File: src/rtl/jtsdram_check_pkg.sv
// Shared constants and helpers for the SDRAM read-back checker.
// Holds the fixed data width, the bank count and the expected-word bank mux.
// No state lives here; the checker FSM keeps its own encodings.
package jtsdram_check_pkg;

    localparam int DW    = 16;
    localparam int NBANK = 4;

    // Select the expected word for the bank being read.
    function automatic logic [DW-1:0] bank_word(
        input logic [1:0]    ba,
        input logic [DW-1:0] d0,
        input logic [DW-1:0] d1,
        input logic [DW-1:0] d2,
        input logic [DW-1:0] d3
    );
        logic [DW-1:0] w;
        case (ba)
            2'd0:    w = d0;
            2'd1:    w = d1;
            2'd2:    w = d2;
            default: w = d3;
        endcase
        return w;
    endfunction

endpackage

File: src/rtl/jtsdram_check.sv
// SDRAM read-back verifier: sweeps all four banks word by word after a fill and
// compares each word read against the expected pattern from the generators.
// Ports: start/busy/done sweep control; ba0..3_data expected words at {rd_ba,rd_addr};
//        rd/rd_ack/rd_rdy/din controller read port; err/err_cnt sticky flag and
//        saturating count; err_addr/err_data/err_exp snapshot of the first mismatch.
module jtsdram_check
    import jtsdram_check_pkg::*;
#(
    parameter int AW          = 22,
    parameter int ERRW        = 16,
    parameter bit STOP_ON_ERR = 1'b0
) (
    input  logic            rst,
    input  logic            clk,
    input  logic            start,
    output logic            busy,
    output logic            done,
    input  logic [DW-1:0]   ba0_data,
    input  logic [DW-1:0]   ba1_data,
    input  logic [DW-1:0]   ba2_data,
    input  logic [DW-1:0]   ba3_data,
    output logic [AW-1:0]   rd_addr,
    output logic [1:0]      rd_ba,
    output logic            rd,
    input  logic            rd_ack,
    input  logic            rd_rdy,
    input  logic [DW-1:0]   din,
    output logic            err,
    output logic [ERRW-1:0] err_cnt,
    output logic [AW+1:0]   err_addr,
    output logic [DW-1:0]   err_data,
    output logic [DW-1:0]   err_exp
);

    typedef enum logic [2:0] {
        IDLE = 3'd0,
        REQ  = 3'd1,
        WAIT = 3'd2,
        CMP  = 3'd3,
        FIN  = 3'd4
    } state_t;

    localparam logic [AW+1:0]   CNT_ONE = {{(AW+1){1'b0}}, 1'b1};
    localparam logic [ERRW-1:0] ERR_ONE = {{(ERRW-1){1'b0}}, 1'b1};

    state_t          state, state_nxt;
    logic [AW+1:0]   cnt, cnt_nxt;
    logic [DW-1:0]   exp_q, exp_nxt;
    logic [DW-1:0]   cap_q, cap_nxt;
    logic            rd_nxt;
    logic            err_nxt;
    logic [ERRW-1:0] err_cnt_nxt;
    logic [AW+1:0]   err_addr_nxt;
    logic [DW-1:0]   err_data_nxt;
    logic [DW-1:0]   err_exp_nxt;
    logic            mismatch;

    // Bank is the slow field, word address the fast one.
    assign {rd_ba, rd_addr} = cnt;
    assign busy     = (state == REQ) || (state == WAIT) || (state == CMP);
    assign done     = (state == FIN);
    assign mismatch = (cap_q != exp_q);

    always_comb begin
        state_nxt    = state;
        cnt_nxt      = cnt;
        exp_nxt      = exp_q;
        cap_nxt      = cap_q;
        rd_nxt       = 1'b0;
        err_nxt      = err;
        err_cnt_nxt  = err_cnt;
        err_addr_nxt = err_addr;
        err_data_nxt = err_data;
        err_exp_nxt  = err_exp;

        case (state)
            IDLE: ;
            REQ: begin
                // rd is registered, so rd=0 marks the first REQ cycle: the expected
                // word is latched there and the request goes out on the next cycle.
                // Acks and data are only honoured while our own request is up, which
                // also discards late data from a read abandoned by a restart.
                if (!rd) begin
                    exp_nxt = bank_word(rd_ba, ba0_data, ba1_data, ba2_data, ba3_data);
                    rd_nxt  = 1'b1;
                end else if (rd_ack) begin
                    if (rd_rdy) begin
                        cap_nxt   = din;
                        state_nxt = CMP;
                    end else begin
                        state_nxt = WAIT;
                    end
                end else begin
                    rd_nxt = 1'b1;
                end
            end
            WAIT: begin
                if (rd_rdy) begin
                    cap_nxt   = din;
                    state_nxt = CMP;
                end
            end
            CMP: begin
                if (mismatch) begin
                    err_nxt = 1'b1;
                    if (!(&err_cnt)) begin
                        err_cnt_nxt = err_cnt + ERR_ONE;
                    end
                    if (!err) begin
                        err_addr_nxt = cnt;
                        err_data_nxt = cap_q;
                        err_exp_nxt  = exp_q;
                    end
                end
                // Stopping leaves cnt on the failing word so rd_ba/rd_addr show it.
                if ((&cnt) || (mismatch && STOP_ON_ERR)) begin
                    state_nxt = FIN;
                end else begin
                    cnt_nxt   = cnt + CNT_ONE;
                    state_nxt = REQ;
                end
            end
            FIN: ;
            default: state_nxt = IDLE;
        endcase

        // A start overrides whatever the current state wanted, acks and data included.
        if (start) begin
            state_nxt    = REQ;
            cnt_nxt      = '0;
            rd_nxt       = 1'b0;
            err_nxt      = 1'b0;
            err_cnt_nxt  = '0;
            err_addr_nxt = '0;
            err_data_nxt = '0;
            err_exp_nxt  = '0;
        end
    end

    always_ff @(posedge clk or posedge rst) begin
        if (rst) begin
            state    <= IDLE;
            cnt      <= '0;
            exp_q    <= '0;
            cap_q    <= '0;
            rd       <= 1'b0;
            err      <= 1'b0;
            err_cnt  <= '0;
            err_addr <= '0;
            err_data <= '0;
            err_exp  <= '0;
        end else begin
            state    <= state_nxt;
            cnt      <= cnt_nxt;
            exp_q    <= exp_nxt;
            cap_q    <= cap_nxt;
            rd       <= rd_nxt;
            err      <= err_nxt;
            err_cnt  <= err_cnt_nxt;
            err_addr <= err_addr_nxt;
            err_data <= err_data_nxt;
            err_exp  <= err_exp_nxt;
        end
    end

endmodule

File: config.mk
export PLATFORM = sky130hd
export DESIGN_NAME = jtsdram_check
export DESIGN_NICKNAME = d
export VERILOG_FILES = /design/src/rtl/jtsdram_check_pkg.sv /design/src/rtl/jtsdram_check.sv
export SDC_FILE = /design/constraint.sdc
export NUM_CORES = 1
export LEC_CHECK = 0
export ABC_AREA = 1
export CAP_MARGIN = 5
export CORE_ASPECT_RATIO = 0.5
export CORE_MARGIN = 8
export CORE_UTILIZATION = 53
export CTS_CLUSTER_SIZE = 25
export DETAILED_ROUTE_END_ITERATION = 16
export GPL_TIMING_DRIVEN = 0
export PLACE_DENSITY = 0.86
export SLEW_MARGIN = 10
export SYNTH_ARGS = -nofsm -noshare
export SYNTH_HDL_FRONTEND = slang
export SYNTH_SLANG_ARGS = --single-unit
File: constraint.sdc
create_clock -name clk -period 10.22 [get_ports clk]
set_clock_uncertainty 0.2 [all_clocks]
set_input_delay 1.022 -clock clk [delete_from_list [all_inputs] [get_ports clk]]
set_output_delay 1.022 -clock clk [all_outputs]
set_load 0.01 [all_outputs]
; ---- Word-level counts from Yosys, hierarchy flattened
; Index checks and enable logic that the tools add are counted.
[word_totals]
in_bits = 85
wordCells = 84
regBits = 133
output_inout_bits = 100
[classes]
add_sub_neg = 2
bitwise_logic = 1
reduce_logical = 17
eq_ne = 16
muxes = 38
[op_table]
columns = op, count
row1 = 16-bit two-way mux, 15
row2 = 24-bit two-way mux, 7
row3 = 16-bit case mux with 3 select lines, 1
row4 = 16-bit case mux with 2 select lines, 1
row5 = 24-bit by 1-bit adder with 24-bit output (second input constant), 1
row6 = 24-bit AND reduction, 1
row7 = 16-bit by 1-bit adder with 16-bit output (second input constant), 1
row8 = 16-bit inequality test, 1
row9 = 16-bit AND reduction, 1
row10 = 3-bit two-way mux, 5
row11 = 3-bit case mux with 4 select lines, 1
row12 = 2-bit inequality test (second input constant), 5
row13 = 3-bit inequality test (second input constant), 3
row14 = 3-bit AND reduction, 3
row15 = 1-bit two-way mux, 8
row16 = 3-bit by 2-bit == test with 1-bit output (second input constant), 2
row17 = 2-bit AND reduction, 3
row18 = 2-bit nonzero test, 3
row19 = 4-bit AND reduction, 1
row20 = 3-bit by 1-bit == test with 1-bit output (second input constant), 1
row21 = 3-bit == test (second input constant), 1
row22 = 3-bit zero test, 1
row23 = 2-bit by 1-bit == test with 1-bit output (second input constant), 1
row24 = 2-bit == test (second input constant), 1
row25 = 5 further kinds, 6

; ---- Logic depth before layout (Yosys ltp)
; Gate-level depths: netlist of run 1.
[logic_depth]
word_depth = 5
ltp_mapped = 12
ltp_nobuf = 10

; ---- Least setup slack after synthesis of run 1
; Ideal clock, no wire load.
[synth_timing]
path_type = input-to-reg
start = in start
end = reg err_addr[11]
path_stages = 6
required_time_ps = 9953
slack_ps = 7997
path_buffers = 3
arrival_time_ps = 1956
setup_ps = 67
cell_sequence = inv_1 buf_2 buf_2 buf_1 nand4_1 nand2_1
[synth_via]
elab_chain_cells = 2
word_cells_on_any_way = 5
classes_between = eq/ne (1) / mux (1) / reduce/logical (3)
[synth_lines]
columns = item, line
row1 = start: declaration, jtsdram_check.sv:15  ; input logic start,
row2 = 2-bit inequality test (no line) or 2-bit nonzero test (tied branches), --
row3 = 3-bit AND reduction (no line), --
row4 = end signal: assignment, jtsdram_check.sv:160  ; err_addr <= err_addr_nxt;
row5 = end: declaration, jtsdram_check.sv:30  ; output logic [AW+1:0] err_addr,
; Parallel ways exist; a longest one is shown, timed or not.
; A chain may end at the register's enable or synchronous reset.

; ---- Final worst setup path of run 1
[layout_timing]
start = reg state[2]
end = out busy
[layout_via]
elab_chain_cells = 3
word_cells_on_any_way = 5
classes_between = eq/ne (3) / reduce/logical (2)
[layout_lines]
columns = item, line
row1 = start: declaration, jtsdram_check.sv:46  ; state_t state, state_nxt;
row2 = start signal: assignment, jtsdram_check.sv:153  ; state <= state_nxt;
row3 = 3-bit by 1-bit == test with 1-bit output or 3-bit by 2-bit == test with 1-bit output (tied branches), jtsdram_check.sv:60  ; assign busy = (state == REQ) || (state == WAIT) || (state == CMP);
row4 = 1-bit logical OR, jtsdram_check.sv:60
row5 = 1-bit logical OR (*), jtsdram_check.sv:60
row6 = end: declaration, jtsdram_check.sv:16  ; output logic busy,
; Mark *: on every way between the ends. The rest lies on a longest branch, timed or not.

==> reports/metrics.cfg, run 1 <==
[critical_path]
cp-end-kind = primary output
crit_start = state[2]$_DFFE_PP0P_
crit_fanout = 6
critPathMaxStageDelay_ns = 0.55
worstPathArrival_ns = 1.83
path_cells = inv_2, nand3_1, nand2_1, clkdlybuf4s50_1
start_kind = flop
r2r_start = cnt[0]$_DFFE_PP0P_
worst-setup-path-type = reg2out
worstPathRequired_ns = 9.00
critPathSlowestCell = clkdlybuf4s50_1

[power_and_ir_drop]
power.leakage_nw = 4.59
ir_drop_mv = 0.136
pwr_density_cell_nw_per_um2 = 201

[grt]
grt_max_degree = 81
grt_pass1_vias = 7572
track_usage_pct = 26.4
grt_pass1_wl_mm = 38.2
antenna_found_initial = 0
grt_overflow = 0

[clocking]
cts_tree = yes
cts_resized = 0
clk_latency_ns = 0.43
hold_buffers = 0
path_clk_slew_ns = 0.06
root_buffer = clkbuf_16
clockBufferDepth = 2
clock_sinks = 133
cts_setup_buffers = 0
htreeDepth = 4
cts_buffers = 17

[min_path]
hold_start = err_addr[2]$_DFFE_PP0P_
hold_path_class = reg2reg

[drt]
first_iter_violations = 666
routed_via_density = 5.46
wl_per_cell_um = 17.0
wl_mm = 23.6
drcViolationCount = 0
route.vias.total = 7621
postRouteAntennaNets = 0
first_pass_iters = 5

[floorplanning]
io_pins = 185
fp.dieH_um = 98.4
num_rows = 30
coreArea_um2 = 13400
initial_core_util_pct = 53.6
fp.dieW_um = 181
die_area_um2 = 17800

[yosys]
yosys-top-cells-count = nand2_1 (433), dfrtp_1 (133), nor2_1 (86)
synth_xor_area_share_pct = 1.71
synth_flop_cell = dfrtp_1
synth_most_common_cell = nand2_1
synth_edf_count = 0
synth_compound_area_share_pct = 5.36
avgSynthCellArea_um2 = 7.17
synth_mux_area_share_pct = 0
syn_nets = 1089
synthAdderAreaFrac_pct = 0.348
synth_top_cell_area_share_pct = 46.3
ys_ff_latch = 133
synth_top_family_by_area = simple AND/OR/NAND/NOR gates
synthArstFlopShare_pct = 100
synthTopCellsByArea = dfrtp_1 (46%), nand2_1 (23%), nand4_1 (7.0%)
yosysSeqAreaShare_pct = 46.3
ys.warnings.count = 0
syn_inst = 1002
synth_area_um2 = 7190
yosysTopAreaCell = dfrtp_1
synthSimpleGateAreaFrac_pct = 38.7
yosysUniqueCellTypes = 32

[layout]
syn_to_final_growth_pct = 37.0
final_nets = 1293
drive_above_1_share_pct = 5.74
antenna_cells = 0
final_cell_count_no_fill = 1395

[placed_design]
portBuffers = 184
routabilityCongestion = 0.894
dp.cells = 1363
hpwlAfterDp_mm = 17.2

[timing]
rsz0062_at_grt = no
fin_tns_setup_ns = 0
fmax_mhz = 327
period_needed_ns = 3.06
worst_pin_slew_ns = 0.744
finalCritPeriodShare_pct = 29.9
slew_headroom_pct = 50.4
hold_viol_final = 0
slew_viol_final = 0
setup_violations = 0

[job]
maxCapViolations = 0

[status]
status = completed

==> through the flow <==
| stage | hold WS, ns | instance area [um2] | setup WS [ns] | util [%] | power [W] |
|---|---|---|---|---|---|
| global route | 0.292 | 9840 | 7.06 | 73.5 | 0.00209 |
| floorplan | 0.292 | 7190 | 5.44 | - | 0.00109 |
| finish | 0.268 | 9840 | 7.16 | 73.5 | 0.00198 |
| detailed placement | 0.257 | 9280 | 6.92 | 69.3 | 0.00138 |
| CTS | 0.272 | 9840 | 7.17 | 73.5 | 0.00198 |
| global placement | 0.252 | 9250 | 3.66 | 69.0 | 0.00135 |
==> flip-flops by register name, summed over array words and instances (netlist names) <==
signal and flops:
rd 1, err_data 16, cnt 24, err 1, state 3, err_addr 24
cap_q 16, err_cnt 16, exp_q 16, err_exp 16
==> critical path, delay by kind of cell (launching register included) <==
kind | cells | cell delay, ns
buffers and inverters | 2 | 0.63
flip-flops | 1 | 0.40
AND/OR/NAND/NOR | 2 | 0.38
==> cell families after synthesis <==
family                   Yosys count
XOR/XNOR                          14
adder cells (fa/ha/maj)            2
AO/OA/AOI/OAI                     69
flip-flops                       133
buffers and inverters            125
AND/OR/NAND/NOR                  659
==> final timing paths <==
check                      slack, ns  depth (start not counted)                 endpoint
max reg2reg                     7.63                         10      cnt[18]$_DFFE_PP0P_
max in group asynchronous       8.25                          3  err_exp[13]$_DFFE_PP0P_
min reg2reg                     0.27                          2  err_addr[2]$_DFFE_PP0P_
max                             7.16                          4                     busy
min in group asynchronous       0.82                          2  err_cnt[11]$_DFFE_PP0P_
min                             0.27                          2  err_addr[2]$_DFFE_PP0P_
==> where the power goes <==
group	switching (W)	internal (W)	leakage, nW	total (W)
sequential	0.000116	0.000649	1.77	0.000765
clock	0.000272	0.000321	0.272	0.000593
combinational	0.000356	0.000269	2.55	0.000624
==> cells in the final DEF, fill, tap and decap left out, types with 2 or more instances in the layout <==
master,netlist,final
a21oi_1,3,3
a31oi_1,2,2
buf_1,6,6
buf_2,12,12
buf_6,8,8
clkbuf_1,20,20
clkbuf_16,0,17
clkdlybuf4s50_1,0,184
clkinv_4,0,4
clkinvlp_4,0,2
dfrtp_1,133,133
ha_1,2,2
inv_1,76,75
inv_2,2,2
inv_6,0,7
inv_8,0,3
nand2_1,433,433
nand2_2,3,3
nand3_1,45,45
nand4_1,80,80
nor2_1,86,86
nor2_2,3,3
nor3b_1,3,3
o21ai_0,46,46
o21ai_1,5,5
o21bai_1,8,8
or2_2,3,3
xnor2_1,6,6
xor2_1,8,8
==> final cells by class <==
class	instances	area (um2)
sequential	133	3330
clock inverter	15	136
buffer	47	255
tap	176	220
timing repair buffer	185	1870
multi-input combinational	744	3310
inverter	78	298
clock buffer	17	425
fill	1082	3560
==> layer usage <==
layer | share of wire (%) | wire length (um) | vias up | GRT usage, %
li1 | - | - | 3629 | -
met1 | 41 | 9810 | 3569 | 32.2
met2 | 48 | 11400 | 349 | 45.4
met3 | 7.2 | 1710 | 74 | 5.00
met4 | 3.1 | 722 | 0 | 11.1
met5 | 0 | 0 | - | 0
Power figures use the tool's default switching activity.
==> inputs of run 2 (changes only) <==
--- a/config.mk
+++ b/config.mk
@@ -9,11 +9,11 @@
 export CAP_MARGIN = 5
 export CORE_ASPECT_RATIO = 0.5
 export CORE_MARGIN = 8
-export CORE_UTILIZATION = 53
+export CORE_UTILIZATION = 45
 export CTS_CLUSTER_SIZE = 25
 export DETAILED_ROUTE_END_ITERATION = 16
 export GPL_TIMING_DRIVEN = 0
-export PLACE_DENSITY = 0.86
+export PLACE_DENSITY = 0.77
 export SLEW_MARGIN = 10
 export SYNTH_ARGS = -nofsm -noshare
 export SYNTH_HDL_FRONTEND = slang
==> constraint.sdc (replaced) <==
create_clock -name clk -period 2.6 [get_ports clk]
set_clock_uncertainty 0.2 [all_clocks]
set_input_delay 0.26 -clock clk [delete_from_list [all_inputs] [get_ports clk]]
set_output_delay 0.26 -clock clk [all_outputs]
set_load 0.01 [all_outputs]
==> run 2 against run 1 <==
Effect of this change: combinational power increased to 3.9 times the previous value; largest cell class unchanged; critical path type is now reg2reg; highest routed layer unchanged; wire length up 1.3%; global-route usage fell by 3.3 points; sequential share of layout area is 0.43 points lower; non-clock buffer count increased by 2; final cell count up 2.1%; register-to-register slack lost 7.4 ns; hold slack lost 0.13 ns; flip-flop and latch count is the same; first-iteration DRC count is 21% lower; critical path depth is 6 higher.
==> reports/metrics.cfg, run 2 (synthesized netlist as in run 1, its figures left out) <==
[status]
status = completed  ; unchanged

[drt]
postRouteAntennaNets = 0  ; unchanged
first_iter_violations = 525  ; was 666
routed_via_density = 5.21  ; was 5.46
first_pass_iters = 5  ; unchanged
wl_per_cell_um = 16.8  ; was 17.0 um
drcViolationCount = 0  ; unchanged
wl_mm = 24.0  ; was 23.6 mm
route.vias.total = 7422  ; was 7,621

[grt]
grt_overflow = 0  ; unchanged
met1_usage_pct = 29.3  ; was 32.2%
grt_max_degree = 38  ; was 81
track_usage_pct = 23.1  ; was 26.4%
grt_pass1_wl_mm = 38.5  ; was 38.2 mm
grt_pass1_vias = 7249  ; was 7,572
antenna_found_initial = 0  ; unchanged
grtUsageMet3_pct = 5.30  ; was 5.00%
busiest_layer = met2  ; unchanged
use_met2_pct = 39.4  ; was 45.4%

[clocking]
hold_buffers = 0  ; unchanged
clock_sinks = 133  ; unchanged
path_clk_slew_ns = 0.06  ; about the same
cts_resized = 0  ; unchanged
cts_tree = yes  ; unchanged
root_buffer = clkbuf_16  ; unchanged
clk_latency_ns = 0.42  ; was 0.43 ns
cts_buffers = 17  ; unchanged
clockBufferDepth = 2  ; unchanged
htreeDepth = 4  ; unchanged
cts_setup_buffers = 0  ; unchanged

[layout]
syn_to_final_growth_pct = 38.8  ; was 37.0%
final_nets = 1295  ; was 1,293
antenna_cells = 0  ; unchanged
drive_above_1_share_pct = 5.90  ; was 5.74%
final_core_util_pct = 64.4  ; was 73.5%
mostFrequentLayoutCells = nand2_1 (433), clkdlybuf4s50_1 (184), dfrtp_1 (132), nor2_1 (86), nand4_1 (80)  ; was nand2_1 (433), clkdlybuf4s50_1 (184), dfrtp_1 (133), nor2_1 (86), nand4_1 (80)
final_common_cell = nand2_1  ; unchanged
final_area_um2 = 9970  ; was 9840 um2
largest_registers = cnt: 24 flops, err_addr: 24 flops  ; unchanged

[placed_design]
hpwlAfterDp_mm = 18.2  ; was 17.2 mm
routabilityCongestion = 0.878  ; was 0.894
pre_cts_ws_ns = 0.0292  ; was 6.92 ns
portBuffers = 184  ; unchanged
dpl_cell_area_um2 = 9350  ; was 9280 um2

[floorplanning]
die_area_um2 = 20500  ; was 17,800 um2
initial_core_util_pct = 46.4  ; was 53.6%
io_pins = 185  ; unchanged
num_rows = 32  ; was 30
fp.dieH_um = 105  ; was 98.4 um
coreArea_um2 = 15500  ; was 13,400 um2
fp.dieW_um = 195  ; was 181 um

[critical_path]
worstPathRequired_ns = 2.75  ; was 9.00 ns
start_kind = flop  ; unchanged
critPathMaxStageDelay_ns = 0.42  ; was 0.55 ns
crit_fanout = 10  ; was 6
worst-path-buf-inv = 2  ; unchanged
cp-end-kind = flop  ; was primary output
path_cells = ha_1, inv_1, nor2_2, nand2_1, nor2_1, o21ai_2, nand2_2, buf_2, nand2_1, nand2_1  ; was inv_2, nand3_1, nand2_1, clkdlybuf4s50_1
worstPathArrival_ns = 2.51  ; was 1.83 ns
critPathSlowestCell = dfrtp_1  ; was clkdlybuf4s50_1
cp_common_cell = nand2_1
worst-setup-path-type = reg2reg  ; was reg2out
cp_top_family = simple AND/OR/NAND/NOR gates  ; was buffers and inverters

[power_and_ir_drop]
ir_drop_mv = 0.463  ; was 0.136 mV
power.leakage_nw = 4.62  ; was 4.59 nW
pwr_density_cell_nw_per_um2 = 802  ; was 201 nW/um2
fin_total_pwr_w = 0.00800  ; was 0.00198 W

[min_path]
hold_path_class = in2async  ; was reg2reg

[timing]
period_needed_ns = 2.36
rsz0062_at_grt = no  ; unchanged
setup_ws_ns = 0.244  ; was 7.16 ns
slew_headroom_pct = 47.6  ; was 50.4%
hold_viol_final = 0  ; unchanged
finalCritPeriodShare_pct = 90.6
setup_violations = 0  ; unchanged
slew_viol_final = 0  ; unchanged
fmax_mhz = 425
worst_pin_slew_ns = 0.784  ; was 0.744 ns
fin_tns_setup_ns = 0  ; unchanged

[job]
maxCapViolations = 0  ; unchanged

[run 2: layer usage]
layer,vias up,routed length [um]
met2,201,11600
met4,0,418
li1,3628,-
met5,-,0
met1,3553,10600
met3,40,1360
[run 2: stage by stage]
stage	std cells	hold slack [ns]
2_1_floorplan	1002	0.170
3_3_place_gp	1390	0.253
3_5_place_dp	1393	0.260
4_1_cts	1424	0.158
5_1_grt	1424	0.193
6_report	1424	0.134
[run 2: worst paths after layout]
check / from / to / slack [ns] / cells past startpoint
min reg2reg: err_addr[3]$_DFFE_PP0P_ / err_addr[3]$_DFFE_PP0P_ / 0.27 / 2
max: err_cnt[0]$_DFFE_PP0P_ / err_cnt[6]$_DFFE_PP0P_ / 0.24 / 10
max in group asynchronous: rst / err_exp[6]$_DFFE_PP0P_ / 1.17 / 4
max reg2reg: err_cnt[0]$_DFFE_PP0P_ / err_cnt[6]$_DFFE_PP0P_ / 0.24 / 10
min in group clk: din[10] / cap_q[10]$_DFFE_PP0P_ / 0.19 / 3
min: rst / err_addr[14]$_DFFE_PP0P_ / 0.13 / 2
[run 2: area by class of cell]
class / instances / area [um2]
Buffer: 47 / 255
Clock buffer: 19 / 443
Clock inverter: 12 / 179
Fill cell: 1399 / 5520
Inverter: 78 / 297
Multi-Input combinational cell: 744 / 3310
Sequential cell: 133 / 3330
Tap cell: 204 / 255
Timing Repair Buffer: 187 / 1900
[run 2: power breakdown]
group	total (W)	internal [W]	leakage (nW)	switching (W)
registers	0.00299	0.00255	1.77	0.000433
clock network	0.00258	0.00163	0.295	0.000951
logic	0.00243	0.00106	2.55	0.00137
==> inputs of run 3 (changes only) <==
--- a/config.mk
+++ b/config.mk
@@ -6,6 +6,7 @@
 export NUM_CORES = 1
 export LEC_CHECK = 0
 export ABC_AREA = 1
+export ABC_CLOCK_PERIOD_IN_PS = 2600
 export CAP_MARGIN = 5
 export CORE_ASPECT_RATIO = 0.5
 export CORE_MARGIN = 8
==> results of run 3 <==
No change in the layout: final DEF, timing and power equal those of run 2.
==> RTL edit, RTL diff (settings of run 2) <==
The parameter `STOP_ON_ERR` goes from 1'b0 to 1'b1.
--- a/src/rtl/jtsdram_check.sv
+++ b/src/rtl/jtsdram_check.sv
@@ -8,7 +8,7 @@
 #(
     parameter int AW          = 22,
     parameter int ERRW        = 16,
-    parameter bit STOP_ON_ERR = 1'b0
+    parameter bit STOP_ON_ERR = 1'b1
 ) (
     input  logic            rst,
     input  logic            clk,
Function: changed (Yosys sat finds a counterexample within 10 cycles, from zero or initial values and one cycle with rst high).
==> RTL edit against run 2 <==
First-iteration DRC count increased by 8.8%; area after synthesis shrank 0.61%; worst setup slack worse by 62 ps; cell count shrank 2.9%; non-clock buffer count is 1 higher; wire length decreased by 4.5%; cell area decreased by 1.2%; power decreased by 2.6%; highest routed layer is now met5; die area decreased by 0.54%; sequential cell count unchanged; largest cell class unchanged; largest power group unchanged.
==> RTL edit: results <==
[logic_synthesis]
synth-seq-area-share_pct = 46.6
synth.top_cell.area_share_pct = 46.6
syn_nets = 1048
synth.area.top_cells = sky130_fd_sc_hd__dfrtp_1 (47%), sky130_fd_sc_hd__nand2_1 (19%), sky130_fd_sc_hd__nor2_1 (5.8%)
synthTopCellsByCount = sky130_fd_sc_hd__nand2_1 (368), sky130_fd_sc_hd__dfrtp_1 (133), sky130_fd_sc_hd__nor2_1 (110)
yosys.cell_types.count = 29
synthesis_warning_total = 0
postSynth.asyncResetShare_pct = 100

[global_route]
pin_count_of_the_biggest_net_entering_global_routing = 40
grt_pass1_vias = 7393
grt_antenna_before_repair = 1
gr-total-overflow = 0
gr-usage-all-layers_pct = 22.7
grt_first_pass_wirelength_mm = 38.1

[routing]
vias_per_cell = 5.19
first_iter_violations = 571
detail_route.wirelength_mm = 22.9
drc_errors = 0

[placed_design]
io_buffer_count = 183
detailed_placer_s_ending_hpwl_mm = 18.0
routabilityCongestion = 0.883

[setup_path]
rr_worst_depth = 8
worstReg2RegEnd = cap_q[3]
regToRegSetupSlack_ps = 180
kind_of_cell_with_the_highest_combined_delay_on_the_critical_path = simple AND/OR/NAND/NOR gates
rr_startpoint = state[2]
cp_slowest_cell = sky130_fd_sc_hd__dfrtp_1
cp_capture_type = register

[cts]
cts-buffers-inserted = 17
htree_levels = 4
clock-root-buffer = sky130_fd_sc_hd__clkbuf_16
clk-insertion-delay-late_ps = 410
count_of_instances_resized_after_the_clock_tree_is_built = 0
cts-root-to-sink-buffers = 2
cts.reportedPaths.clkPinSlew_ps = 60

[hold_path]
whs_endpoint = err_cnt[7]
min-delay-start = start
min_path_type = input pin to register

[run_status]
run_status = complete, no violations

[layout]
count_of_filler_cells_inserted_in_the_layout = 1341
layout.nets = 1253
drive_gt1_share_pct = 7.13

[power]
total_switching_power_mw = 2.78
combinationalPower_mw = 2.54
leakage_power_of_the_design_nw = 4.68
internal-power_mw = 5.01
irDropWorstVdd_v = 0.000601
seq-power_mw = 2.97

[timing]
maxSlewHeadroom_pct = 54.6
## RTL edit: changes by cell type in the layout (fill, tap and decap cells not counted), moves of 20 or more
cell                      change
sky130_fd_sc_hd__nor2_1      +24
sky130_fd_sc_hd__nand3_1     +22
sky130_fd_sc_hd__nand2_1     -65
sky130_fd_sc_hd__o21ai_0     -35
sky130_fd_sc_hd__inv_1       -20
sky130_fd_sc_hd__a21oi_1     +25
## RTL edit: cells by family (layout without fill, tap and decap cells)
group | Yosys count | in the layout | synth area share (%)
buffers and inverters | 110 | 327 | 6.87
AO/OA/AOI/OAI | 58 | 58 | 4.97
flip-flops | 133 | 133 | 46.6
adder cells (fa/ha/maj) | 2 | 2 | 0.350
AND/OR/NAND/NOR | 625 | 625 | 37.2
XOR/XNOR | 33 | 33 | 4.05
## RTL edit: through the flow
step | setup slack [ps] | hold slack (ps) | cells | TNS, ps | cell area, um2
2_1_floorplan | 489 | 203 | 961 | 0 | 7150
3_3_place_gp | -714 | 253 | 1348 | -93090 | 9240
3_5_place_dp | 187 | 258 | 1351 | 0 | 9300
4_1_cts | 178 | 68.4 | 1382 | 0 | 9850
5_1_grt | 63.4 | 111 | 1382 | 0 | 9860
6_report | 183 | 74.9 | 1382 | 0 | 9860
## RTL edit: final cells by class
| type | instances | share of cell area [%] |
|---|---|---|
| clock inverters | 12 | 1.08 |
| well taps | 204 | 2.59 |
| multi-input cells | 718 | 33.8 |
| flip-flops and latches | 133 | 33.8 |
| inverters | 61 | 2.36 |
| clock buffers | 19 | 4.60 |
| repair buffers | 186 | 19.2 |
| plain buffers | 49 | 2.65 |
## RTL edit: per-layer routing
metal	global-route usage, %	share of wire, %	wire length [um]
met5	0	0.044	10
met4	6.56	1.3	308
met3	6.47	7.1	1630
met2	37.8	47	10800
met1	28.6	44	10100
